[src/rtl/fft_bitrev_buffer.sv]
// fft_bitrev_buffer: ping-pong reorder of bit-reversed FFT frames into natural order; FFT_BITREV_FRAME_CHECK_EN adds s_last/frame_err.
// Latency: first output one clk after a frame's last input. Backpressure: s_ready drops only with both banks full; m_data holds while m_ready=0.

package fft_pkg;
    localparam int DATA_WIDTH = 16;
endpackage

module fft_bitrev_buffer #(
    parameter int N_LOG2     = 4,
    parameter int DATA_WIDTH = fft_pkg::DATA_WIDTH
) (
    input  logic                    clk,
    input  logic                    rst,
`ifdef FFT_BITREV_FRAME_CHECK_EN
    input  logic                    s_last,
    output logic                    frame_err,
`endif
    input  logic                    s_valid,
    output logic                    s_ready,
    input  logic [2*DATA_WIDTH-1:0] s_data,
    output logic                    m_valid,
    input  logic                    m_ready,
    output logic [2*DATA_WIDTH-1:0] m_data,
    output logic                    m_last
);

    localparam int N = 1 << N_LOG2;
    localparam logic [N_LOG2-1:0] LAST_IDX = N_LOG2'(N - 1);

    typedef struct packed {
        logic [DATA_WIDTH-1:0] re;
        logic [DATA_WIDTH-1:0] im;
    } complex_t;

    function automatic logic [N_LOG2-1:0] bitrev(input logic [N_LOG2-1:0] idx);
        logic [N_LOG2-1:0] res;
        for (int k = 0; k < N_LOG2; k++) begin
            res[k] = idx[N_LOG2-1-k];
        end
        return res;
    endfunction

    complex_t          r_bank0 [N];
    complex_t          r_bank1 [N];

    logic              r_wr_sel;
    logic [N_LOG2-1:0] r_wr_cnt;
    logic              r_rd_sel;
    logic [N_LOG2-1:0] r_rd_cnt;
    logic [1:0]        r_full;
    logic              r_m_valid;
    logic              r_m_last;
    complex_t          r_m_data;

    logic              w_wr_fire;
    logic              w_wr_wrap;
    logic              w_load;
    logic              w_rd_wrap;
    logic [N_LOG2-1:0] w_rd_addr;
    complex_t          w_rd_word;
    logic [1:0]        w_full_set;
    logic [1:0]        w_full_clr;

    assign s_ready   = ~r_full[r_wr_sel];
    assign w_wr_fire = s_valid & s_ready;
    assign w_wr_wrap = (r_wr_cnt == LAST_IDX);

    // The output register is free when empty or being drained this cycle.
    assign w_load    = r_full[r_rd_sel] & (~r_m_valid | m_ready);
    assign w_rd_wrap = (r_rd_cnt == LAST_IDX);
    assign w_rd_addr = bitrev(r_rd_cnt);
    assign w_rd_word = r_rd_sel ? r_bank1[w_rd_addr] : r_bank0[w_rd_addr];

    always_comb begin
        w_full_set = 2'b00;
        w_full_clr = 2'b00;
        if (w_wr_fire && w_wr_wrap) begin
            w_full_set[r_wr_sel] = 1'b1;
        end
        if (w_load && w_rd_wrap) begin
            w_full_clr[r_rd_sel] = 1'b1;
        end
    end

    // Sample storage carries no reset; stale contents are fenced off by r_full.
    always_ff @(posedge clk) begin
        if (w_wr_fire) begin
            if (r_wr_sel) begin
                r_bank1[r_wr_cnt] <= complex_t'(s_data);
            end else begin
                r_bank0[r_wr_cnt] <= complex_t'(s_data);
            end
        end
    end

    always_ff @(posedge clk or posedge rst) begin
        if (rst) begin
            r_wr_sel <= 1'b0;
            r_wr_cnt <= '0;
        end else if (w_wr_fire) begin
            r_wr_cnt <= r_wr_cnt + N_LOG2'(1);
            if (w_wr_wrap) begin
                r_wr_sel <= ~r_wr_sel;
            end
        end
    end

    // Set and clear always address different banks, so both apply together.
    always_ff @(posedge clk or posedge rst) begin
        if (rst) begin
            r_full <= 2'b00;
        end else begin
            r_full <= (r_full | w_full_set) & ~w_full_clr;
        end
    end

    always_ff @(posedge clk or posedge rst) begin
        if (rst) begin
            r_rd_sel  <= 1'b0;
            r_rd_cnt  <= '0;
            r_m_valid <= 1'b0;
            r_m_last  <= 1'b0;
            r_m_data  <= '0;
        end else if (w_load) begin
            r_m_data  <= w_rd_word;
            r_m_valid <= 1'b1;
            r_m_last  <= w_rd_wrap;
            r_rd_cnt  <= r_rd_cnt + N_LOG2'(1);
            if (w_rd_wrap) begin
                r_rd_sel <= ~r_rd_sel;
            end
        end else if (r_m_valid && m_ready) begin
            r_m_valid <= 1'b0;
            r_m_last  <= 1'b0;
        end
    end

    assign m_valid = r_m_valid;
    assign m_last  = r_m_last;
    assign m_data  = r_m_data;

`ifdef FFT_BITREV_FRAME_CHECK_EN
    logic r_frame_err;

    always_ff @(posedge clk or posedge rst) begin
        if (rst) begin
            r_frame_err <= 1'b0;
        end else if (w_wr_fire && (s_last != w_wr_wrap)) begin
            r_frame_err <= 1'b1;
        end
    end

    assign frame_err = r_frame_err;
`endif

endmodule
[config.mk]
export PLATFORM = sky130hd
export DESIGN_NAME = fft_bitrev_buffer
export DESIGN_NICKNAME = d
export VERILOG_FILES = /design/src/rtl/fft_bitrev_buffer.sv
export SDC_FILE = /design/constraint.sdc
export NUM_CORES = 1
export LEC_CHECK = 0
export CAP_MARGIN = 20
export CORE_UTILIZATION = 55
export CTS_CLUSTER_SIZE = 28
export DETAILED_ROUTE_END_ITERATION = 7
export PLACE_DENSITY = 0.74
export SLEW_MARGIN = 10
export SYNTH_ARGS = -nofsm -noshare
export SYNTH_HDL_FRONTEND = slang
export SYNTH_SLANG_ARGS = --single-unit
[constraint.sdc]
create_clock -name clk -period 2.7 [get_ports clk]
set_input_delay 0.54 -clock clk [delete_from_list [all_inputs] [get_ports clk]]
set_output_delay 0.54 -clock clk [all_outputs]
set_load 0.005 [all_outputs]
==> metrics.yaml, run 1 <==
cells_and_area:
  regArea_um2: 31900
  drive_above_1_share: 0.178
  synthToLayoutAreaGrowth_pct: 16.6
  mostFrequentLayoutCells: "edfxtp_1 (1,024), mux2i_1 (514), a22oi_1 (128)"
  multiInputGateArea_um2: 9460
  num-nets-final: 2482
  stdcell_count: 3498
  fin_util: 0.652
  fill_cells: 4873
  final_common_cell: "edfxtp_1"
yosys:
  ys_seq_elements: 1070
  ys_types: 34
  seq_area_frac_synth: 0.762
  syn-num-nets: 2276
  synth_cells: 2235
  syn_avg_cell_area_um2: 18.7
  yosys_warnings: 0
  syn_area_um2: 41900
worst_setup_path:
  setup.worst_path.end: "s_ready"
  r2r_cells: 7
  critPathRequiredTime_ns: 2.16
  crit_type: "reg -> out"
  r2r_end: "m_data[28]"
  reg2reg_from: "r_rd_cnt[3]"
  critPathArrivalTime_ns: 2.06
  startpoint_type: "flop"
  end_kind: "output pin"
  timing.critical_path.fanout_max: 5
  critPathLaunch: "r_full[1]"
  r2r_slack_ns: 0.23
timing:
  max_freq_mhz: 385
  relSlewSlack: 0.367
  period_minus_slack_ns: 2.60
  slew_viol_final: 0
  period_share: 0.962
  setup_viol: 0
  tightest_slew_ns: 0.949
  grt_setup_unrepaired: "no"
  hold_viol: 0
  skew_ns: 0.0423
hold_path:
  hold_path.class: "in -> async"
cts:
  cts_made_buffers: 103
  cts_sinks: 1070
  h-tree-depth: 3
  cts_tree: "yes"
  clk_latency_ns: 0.68
  cts_setup_buffers: 0
  cts.root.buffer_cell: "clkbuf_16"
  holdBufCountCts: 0
  clkTransAtPathRegs_ns: 0.06
  clock_path_buffers: 3
  cts_resized: 0
power_and_ir_drop:
  ir_drop_mv: 0.800
  pwr_density_cell_nw_per_um2: 1020
  p_leak_uw: 0.0162
placement:
  dp.final_hpwl_mm: 57.1
  dp.cells: 3305
  numPortBuffers: 70
  gp_congestion: 0.828
routing:
  drt_iter0_markers: 2367
  post-route-drc-count: 0
  wl_mm: 99.4
  dr.pass1.iters: 6
  vias: 21953
  drt.antenna.violating_nets: 0
  viasPerCell: 6.28
  wl_per_cell_um: 28.4
floorplan:
  rows: 100
  io_pins: 71
  die_h_um: 278
  start_util: 0.559
  dieArea_um2: 77300
  fp.dieW_um: 278
  design.core.area_um2: 74900
status:
  outcome: "finished clean"
grt:
  grt_pass1_vias: 22450
  grt_max_degree: 55
  grt_overflow: 0
  track_usage: 0.259
  grt_antenna_before_repair: 0
  grt_pass1_wl_mm: 146
job:
  cap_violations: 0
-- worst max-delay path: stages (launching register included) --
cell and delay, ns:
dfrtp_1 0.47, mux2i_1 0.31, clkdlybuf4s50_1 0.61
-- worst min-delay path by stage --
stage / from / endpoint / slack [ns] / cells after the start
final: rst / m_data[8] / 0.22 / 2
after global routing: rst / m_data[6] / 0.25 / 2
after CTS: rst / m_data[6] / 0.21 / 2
after detailed placement: m_data[21] / m_data[21] / 0.50 / 2
after global placement: m_data[21] / m_data[21] / 0.50 / 2
after floorplan: m_data[0] / m_data[0] / 0.47 / 2
-- metal layers --
metal | vias up | routed length [µm] | part of all wire | track usage
met1 | 11328 | 38900 | 0.39 | 0.340
li1 | 9520 | - | - | -
met3 | 172 | 6490 | 0.065 | 0.0381
met5 | - | 0 | 0 | 0
met4 | 0 | 2670 | 0.027 | 0.0795
met2 | 933 | 51400 | 0.52 | 0.448
-- power by group --
part	switching, µW	internal [µW]	total, µW
combinational	8810	6190	15000
sequential	667	19300	20000
clock	6020	8590	14600
total	15500	34100	49600
-- cell usage after synthesis --
library cell | number | area [µm²]
a22o_1 | 64 | 561
ha_1 | 5 | 62.6
a22oi_1 | 128 | 961
o41ai_2 | 32 | 521
o22ai_1 | 32 | 200
o22a_1 | 1 | 8.76
nand4_1 | 1 | 6.26
clkbuf_4 | 4 | 30.0
or2_2 | 2 | 12.5
nand4b_1 | 1 | 8.76
buf_4 | 37 | 278
dfrtp_1 | 46 | 1150
mux2i_1 | 514 | 5140
nand2_1 | 51 | 191
xor2_1 | 3 | 26.3
mux2_2 | 1 | 11.3
nand2b_1 | 4 | 25.0
buf_6 | 12 | 135
buf_1 | 16 | 60.1
nand3_1 | 4 | 20.0
a221oi_1 | 15 | 131
o21ai_0 | 3 | 15.0
and3b_1 | 1 | 8.76
edfxtp_1 | 1024 | 30700
buf_8 | 1 | 15.0
nor2b_1 | 2 | 12.5
xnor2_1 | 4 | 35.0
nor2_1 | 36 | 135
and2_1 | 2 | 12.5
a221oi_2 | 49 | 736
buf_2 | 15 | 75.1
inv_1 | 6 | 22.5
clkbuf_1 | 53 | 199
a21oi_1 | 66 | 330
-- registers in the layout, indices dropped and copies added, names as in the netlist, 2 cells and up --
name      flops
r_bank1     512
r_full        2
r_bank0     512
m_data       32
r_rd_cnt      4
r_wr_cnt      4
-- cell families (layout without fill, tap and decap cells) --
| logic type | count (synthesis) | after routing | share of synthesized area |
|---|---|---|---|
| adder cells (fa/ha/maj) | 5 | 5 | 0.00149 |
| AO/OA/AOI/OAI | 390 | 390 | 0.0827 |
| buffers and inverters | 144 | 437 | 0.0194 |
| XOR/XNOR | 7 | 7 | 0.00146 |
| flip-flops | 1070 | 1070 | 0.762 |
| other | 0 | 1 | 0 |
| multiplexers | 515 | 515 | 0.123 |
| AND/OR/NAND/NOR | 104 | 104 | 0.0103 |
-- cell type report --
type,instances,share of cell area
Sequential cell,1070,0.653
Multi-Input combinational cell,1021,0.194
Clock buffer,131,0.0583
Timing Repair Buffer,239,0.0565
Tap cell,969,0.0248
Clock inverter,61,0.0129
Inverter,6,0.000461
Antenna cell,1,0.0000512
-- metrics by stage --
| stage | hold slack, ns | power (µW) | setup TNS (ns) | cell area [µm²] | setup WS (ns) |
|---|---|---|---|---|---|
| detailed placement | 0.499 | 35200 | 0 | 45400 | 0.216 |
| CTS | 0.210 | 49700 | 0 | 48800 | 0.0499 |
| finish | 0.223 | 49600 | 0 | 48800 | 0.103 |
| global placement | 0.499 | 34800 | 0 | 45400 | 0.192 |
| global route | 0.251 | 51100 | 0 | 48800 | 0.0314 |
| floorplan | 0.474 | 29400 | -13.77 | 41900 | -0.0611 |
Power figures use the tool's default switching activity.
==> run 2, diff against run 1 <==
--- a/config.mk
+++ b/config.mk
@@ -6,11 +6,13 @@
 export NUM_CORES = 1
 export LEC_CHECK = 0
 export CAP_MARGIN = 20
-export CORE_UTILIZATION = 55
+export CELL_PAD_IN_SITES_DETAIL_PLACEMENT = 0
+export CELL_PAD_IN_SITES_GLOBAL_PLACEMENT = 1
+export CORE_UTILIZATION = 49
 export CTS_CLUSTER_SIZE = 28
 export DETAILED_ROUTE_END_ITERATION = 7
-export PLACE_DENSITY = 0.74
-export SLEW_MARGIN = 10
+export PLACE_DENSITY_LB_ADDON = 0.1
+export SLEW_MARGIN = 20
 export SYNTH_ARGS = -nofsm -noshare
 export SYNTH_HDL_FRONTEND = slang
 export SYNTH_SLANG_ARGS = --single-unit
==> constraint.sdc (replaced) <==
create_clock -name clk -period 2.15 [get_ports clk]
set_input_delay 0.43 -clock clk [delete_from_list [all_inputs] [get_ports clk]]
set_output_delay 0.43 -clock clk [all_outputs]
set_load 0.005 [all_outputs]
==> run 2 against run 1 <==
The run now ends with negative setup slack left. Core utilization shrank 3.3 points. Routed wire length increased by 8.9%. Via count up 0.87%. Critical endpoint is now m_data[6].
==> metrics.yaml, run 2 (same netlist as run 1, synthesis figures left out) <==
hold_path:
  hold_path.class: "in -> async"
timing:
  tightest_slew_ns: 0.541
  slew_viol_final: 0
  fin_ws_ns: -0.0780
  period_minus_slack_ns: 2.23
  skew_ns: 0.0244
  relSlewSlack: 0.639
  setup_viol: 15
  grt_setup_unrepaired: "yes"
  max_freq_mhz: 449
  hold_viol: 0
  period_share: 1.04
cts:
  clkTransAtPathRegs_ns: 0.06
  cts.root.buffer_cell: "clkbuf_16"
  cts_sinks: 1070
  cts_made_buffers: 108
  clk_latency_ns: 0.67
  cts_tree: "yes"
  clock_path_buffers: 3
  holdBufCountCts: 0
  h-tree-depth: 3
cells_and_area:
  synthToLayoutAreaGrowth_pct: 24.3
  fin_area_um2: 52100
  num-nets-final: 2670
  mostFrequentLayoutCells: "edfxtp_1 (1,024), mux2i_1 (501), buf_4 (211)"
  diodes: 0
  drive_above_1_share: 0.269
  stdcell_count: 3856
  final_common_cell: "edfxtp_1"
routing:
  drt.antenna.violating_nets: 0
  wl_mm: 108
  drt_iter0_markers: 1821
  vias: 22144
  viasPerCell: 5.74
  wl_per_cell_um: 28.1
  dr.pass1.iters: 5
  post-route-drc-count: 0
worst_setup_path:
  cp_cell_sequence: "buf_16 -> buf_12 -> buf_6 -> mux2i_1 -> a22o_1 -> a221oi_2 -> o22ai_1 -> buf_4 -> o41ai_2"
  critPathMaxStageDelay_ns: 0.54
  critPathArrivalTime_ns: 2.80
  critPathRequiredTime_ns: 2.72
  startpoint_type: "flop"
  end_kind: "flop"
  slowest_stage: "dfrtp_4"
  timing.critical_path.fanout_max: 7
  path_buf_inv: 4
  crit_type: "reg -> reg"
  crit_family: "compound AO/OA/AOI/OAI gates"
status:
  violations: "negative setup slack"
  outcome: "finished with violations"
job:
  cap_violations: 0
placement:
  numPortBuffers: 70
  dp.final_hpwl_mm: 66.1
  dp.cells: 3611
  gp_congestion: 0.808
  place_area_um2: 47100
  place_ws_ns: -0.248
power_and_ir_drop:
  p_int_uw: 46600
  clkPwrFrac: 0.281
  switching_share: 0.317
  pwr_density_cell_nw_per_um2: 1310
  finalPower_uw: 68300
  comb_power_share: 0.354
  ir_drop_mv: 0.878
  p_leak_uw: 0.0176
  p_seq_frac: 0.366
  p_sw_uw: 21700
grt:
  grt_pass1_wl_mm: 155
  grt_antenna_before_repair: 0
  grt_pass1_vias: 22781
  track_usage: 0.248
  grt_overflow: 0
  grt_max_degree: 47
floorplan:
  die_h_um: 294
  start_util: 0.498
  rows: 106
  fp.dieW_um: 294
  design.core.area_um2: 84100
  dieArea_um2: 86700
  io_pins: 71
==> run 2: worst reg2reg max path: stages (launching register included) <==
cell and delay [ns]:
dfrtp_4 0.54, buf_16 0.19, buf_12 0.17, buf_6 0.17, mux2i_1 0.11, a22o_1 0.28, a221oi_2 0.19, o22ai_1 0.11
buf_4 0.18, o41ai_2 0.20
==> run 2: final timing paths <==
check	from	to	slack [ns]	depth (start not counted)
setup / recovery	r_rd_cnt[3]	m_data[6]	-0.08	9
hold / removal	rst	m_data[24]	0.16	3
setup reg to reg	r_rd_cnt[3]	m_data[6]	-0.08	9
hold reg to reg	m_data[14]	m_data[14]	0.48	2
max in group asynchronous	rst	r_rd_cnt[3]	1.62	3
min in group clk	m_ready	m_valid	0.46	4
==> run 2: through the flow <==
stage	hold slack, ns	util	setup TNS, ns
2_1_floorplan	0.474	-	-324.66
3_3_place_gp	0.466	0.560	-132.25
3_5_place_dp	0.468	0.560	-113.62
4_1_cts	0.153	0.609	-1.71
5_1_grt	0.163	0.619	-1.74
6_report	0.163	0.619	-0.659
==> run 2: final cells by class <==
type	instances	area [µm²]
clock inverters	65	686
multi-input cells	1021	9970
inverters	6	22.5
clock buffers	138	2990
fillers	6076	32000
flip-flops and latches	1070	31900
well taps	1134	1420
repair buffers	422	5050
==> run 2: power groups by stage <==
stage	sequential (µW)	clock (µW)	combinational [µW]
finish	25000	19200	24100
global route	25100	20300	25200
CTS	25000	19500	22500
detailed placement	25400	0	21400
global placement	25400	0	21200
floorplan	25100	0	11900
==> run 2: per-layer routing <==
layer | GRT usage | wire (µm)
met5 | 0 | 0
met4 | 0.0732 | 3150
met3 | 0.0278 | 4070
met2 | 0.425 | 54800
met1 | 0.333 | 46300
==> run 2: repair_timing <==
action | CTS | global route
cloned | 4 | 14
buffers inserted | 8 | 26
resized for setup | 58 | 94
endpoints found under the setup margin | 36 | 32
pin swaps | 33 | 114
==> run 3, diff against run 2 <==
--- a/config.mk
+++ b/config.mk
@@ -8,6 +8,7 @@
 export CAP_MARGIN = 20
 export CELL_PAD_IN_SITES_DETAIL_PLACEMENT = 0
 export CELL_PAD_IN_SITES_GLOBAL_PLACEMENT = 1
+export CORE_MARGIN = 2
 export CORE_UTILIZATION = 49
 export CTS_CLUSTER_SIZE = 28
 export DETAILED_ROUTE_END_ITERATION = 7
==> run 3 against run 2 <==
The flow still finishes with violations (negative setup slack). Via count down 0.52%. Worst hold slack better by 0.012 ns. Maximum frequency down 0.17%. Power down 2.6%. Largest power group unchanged. First-iteration DRC count down 7.8%. Sequential power about the same. Cell area down 0.79%. Largest cell class unchanged. Core utilization down 1.1 points.
==> metrics.yaml, run 3 (same netlist as run 1, synthesis figures left out) <==
status:
  outcome: "finished with violations"
  violations: "negative setup slack"
worst_setup_path:
  critPathRequiredTime_ns: 2.67
  crit_type: "reg -> reg"
  end_kind: "flop"
  r2r_cells: 10
  critPathArrivalTime_ns: 2.75
  timing.critical_path.fanout_max: 6
  startpoint_type: "flop"
cells_and_area:
  final_common_cell: "edfxtp_1"
  mostFrequentLayoutCells: "edfxtp_1 (1,024), mux2i_1 (512), buf_4 (190)"
  multiInputGateArea_um2: 9900
  synthToLayoutAreaGrowth_pct: 23.3
  num-nets-final: 2649
  drive_above_1_share: 0.252
  diodes: 0
  fin_area_um2: 51600
  regArea_um2: 31900
  fill_cells: 6225
routing:
  post-route-drc-count: 0
  vias: 22029
  wl_mm: 106
  drt_iter0_markers: 1679
  dr.pass1.iters: 5
  wl_per_cell_um: 27.6
  viasPerCell: 5.74
  drt.antenna.violating_nets: 0
cts:
  cts.root.buffer_cell: "clkbuf_16"
  clock_path_buffers: 3
  clkTransAtPathRegs_ns: 0.06
  cts_made_buffers: 108
  holdBufCountCts: 0
  clk_latency_ns: 0.66
  cts_tree: "yes"
  cts_sinks: 1070
  h-tree-depth: 3
timing:
  slew_viol_final: 0
  hold_viol: 0
  grt_setup_unrepaired: "yes"
  setup_viol: 17
  period_minus_slack_ns: 2.23
  max_freq_mhz: 448
  tightest_slew_ns: 0.464
  totalNegativeSetupSlack_ns: -0.603
  skew_ns: 0.0205
  relSlewSlack: 0.691
  period_share: 1.04
  hold_ws_ns: 0.175
  fin_ws_ns: -0.0818
job:
  cap_violations: 0
floorplan:
  dieArea_um2: 87800
  start_util: 0.494
  io_pins: 71
  die_h_um: 296
  fp.dieW_um: 296
  design.core.area_um2: 84900
  rows: 107
grt:
  grt_max_degree: 47
  track_usage: 0.240
  grt_antenna_before_repair: 0
  grt_pass1_wl_mm: 151
  grt_overflow: 0
  grt_pass1_vias: 22583
power_and_ir_drop:
  pwr_density_cell_nw_per_um2: 1290
  finalPower_uw: 66500
  p_leak_uw: 0.0174
  ir_drop_mv: 0.887
placement:
  dp.final_hpwl_mm: 63.0
  numPortBuffers: 70
  place_ws_ns: -0.374
  place_area_um2: 47000
  gp_congestion: 0.800
hold_path:
  hold_path.class: "in -> async"
[run 3: cell type report]
class / instances / share of cell area
Sequential cell: 1070 / 0.618
Tap cell: 1144 / 0.0277
Clock inverter: 60 / 0.0111
Multi-Input combinational cell: 1021 / 0.192
Clock buffer: 139 / 0.0564
Timing Repair Buffer: 401 / 0.0949
Inverter: 6 / 0.000436
[run 3: worst max-delay path, cell delays in order, from the launching register on]
cell     delay (ns)
dfrtp_4        0.50
buf_12         0.17
buf_12         0.16
buf_12         0.13
buf_12         0.14
buf_16         0.14
buf_4          0.14
mux2i_1        0.18
a22oi_2        0.11
a21oi_2        0.32
o41ai_4        0.09
[run 3: layer usage]
layer,track usage,vias to the layer above,routed length (µm)
met5,0,-,0
met2,0.410,573,53300
met4,0.0716,0,2950
met3,0.0360,156,5070
met1,0.320,11439,44500
li1,-,9861,-
[run 3: worst paths after layout]
| check | from | to | slack [ns] |
|---|---|---|---|
| max | r_rd_cnt[3] | m_data[31] | -0.08 |
| min reg2reg | m_data[22] | m_data[22] | 0.50 |
| max reg2reg | r_rd_cnt[3] | m_data[31] | -0.08 |
| min in group clk | m_ready | m_valid | 0.49 |
| max in group asynchronous | rst | r_rd_cnt[3] | 1.57 |
| min | rst | m_data[23] | 0.17 |
[run 3: metrics by stage]
step | util | instances
2_1_floorplan | - | 2235
3_3_place_gp | 0.554 | 3607
3_5_place_dp | 0.554 | 3607
4_1_cts | 0.601 | 3825
5_1_grt | 0.608 | 3841
6_report | 0.608 | 3841
[run 3: where the power goes]
group / switching (µW) / internal (µW)
Sequential: 675 / 24300
Combinational: 12400 / 10800
Clock: 7580 / 10800
Total: 20700 / 45800
[run 3: what timing repair did]
item	CTS	global route
cloned	5	9
setup endpoints to repair	33	33
gates resized for setup	61	64
pin swaps	67	68
setup buffers	14	14
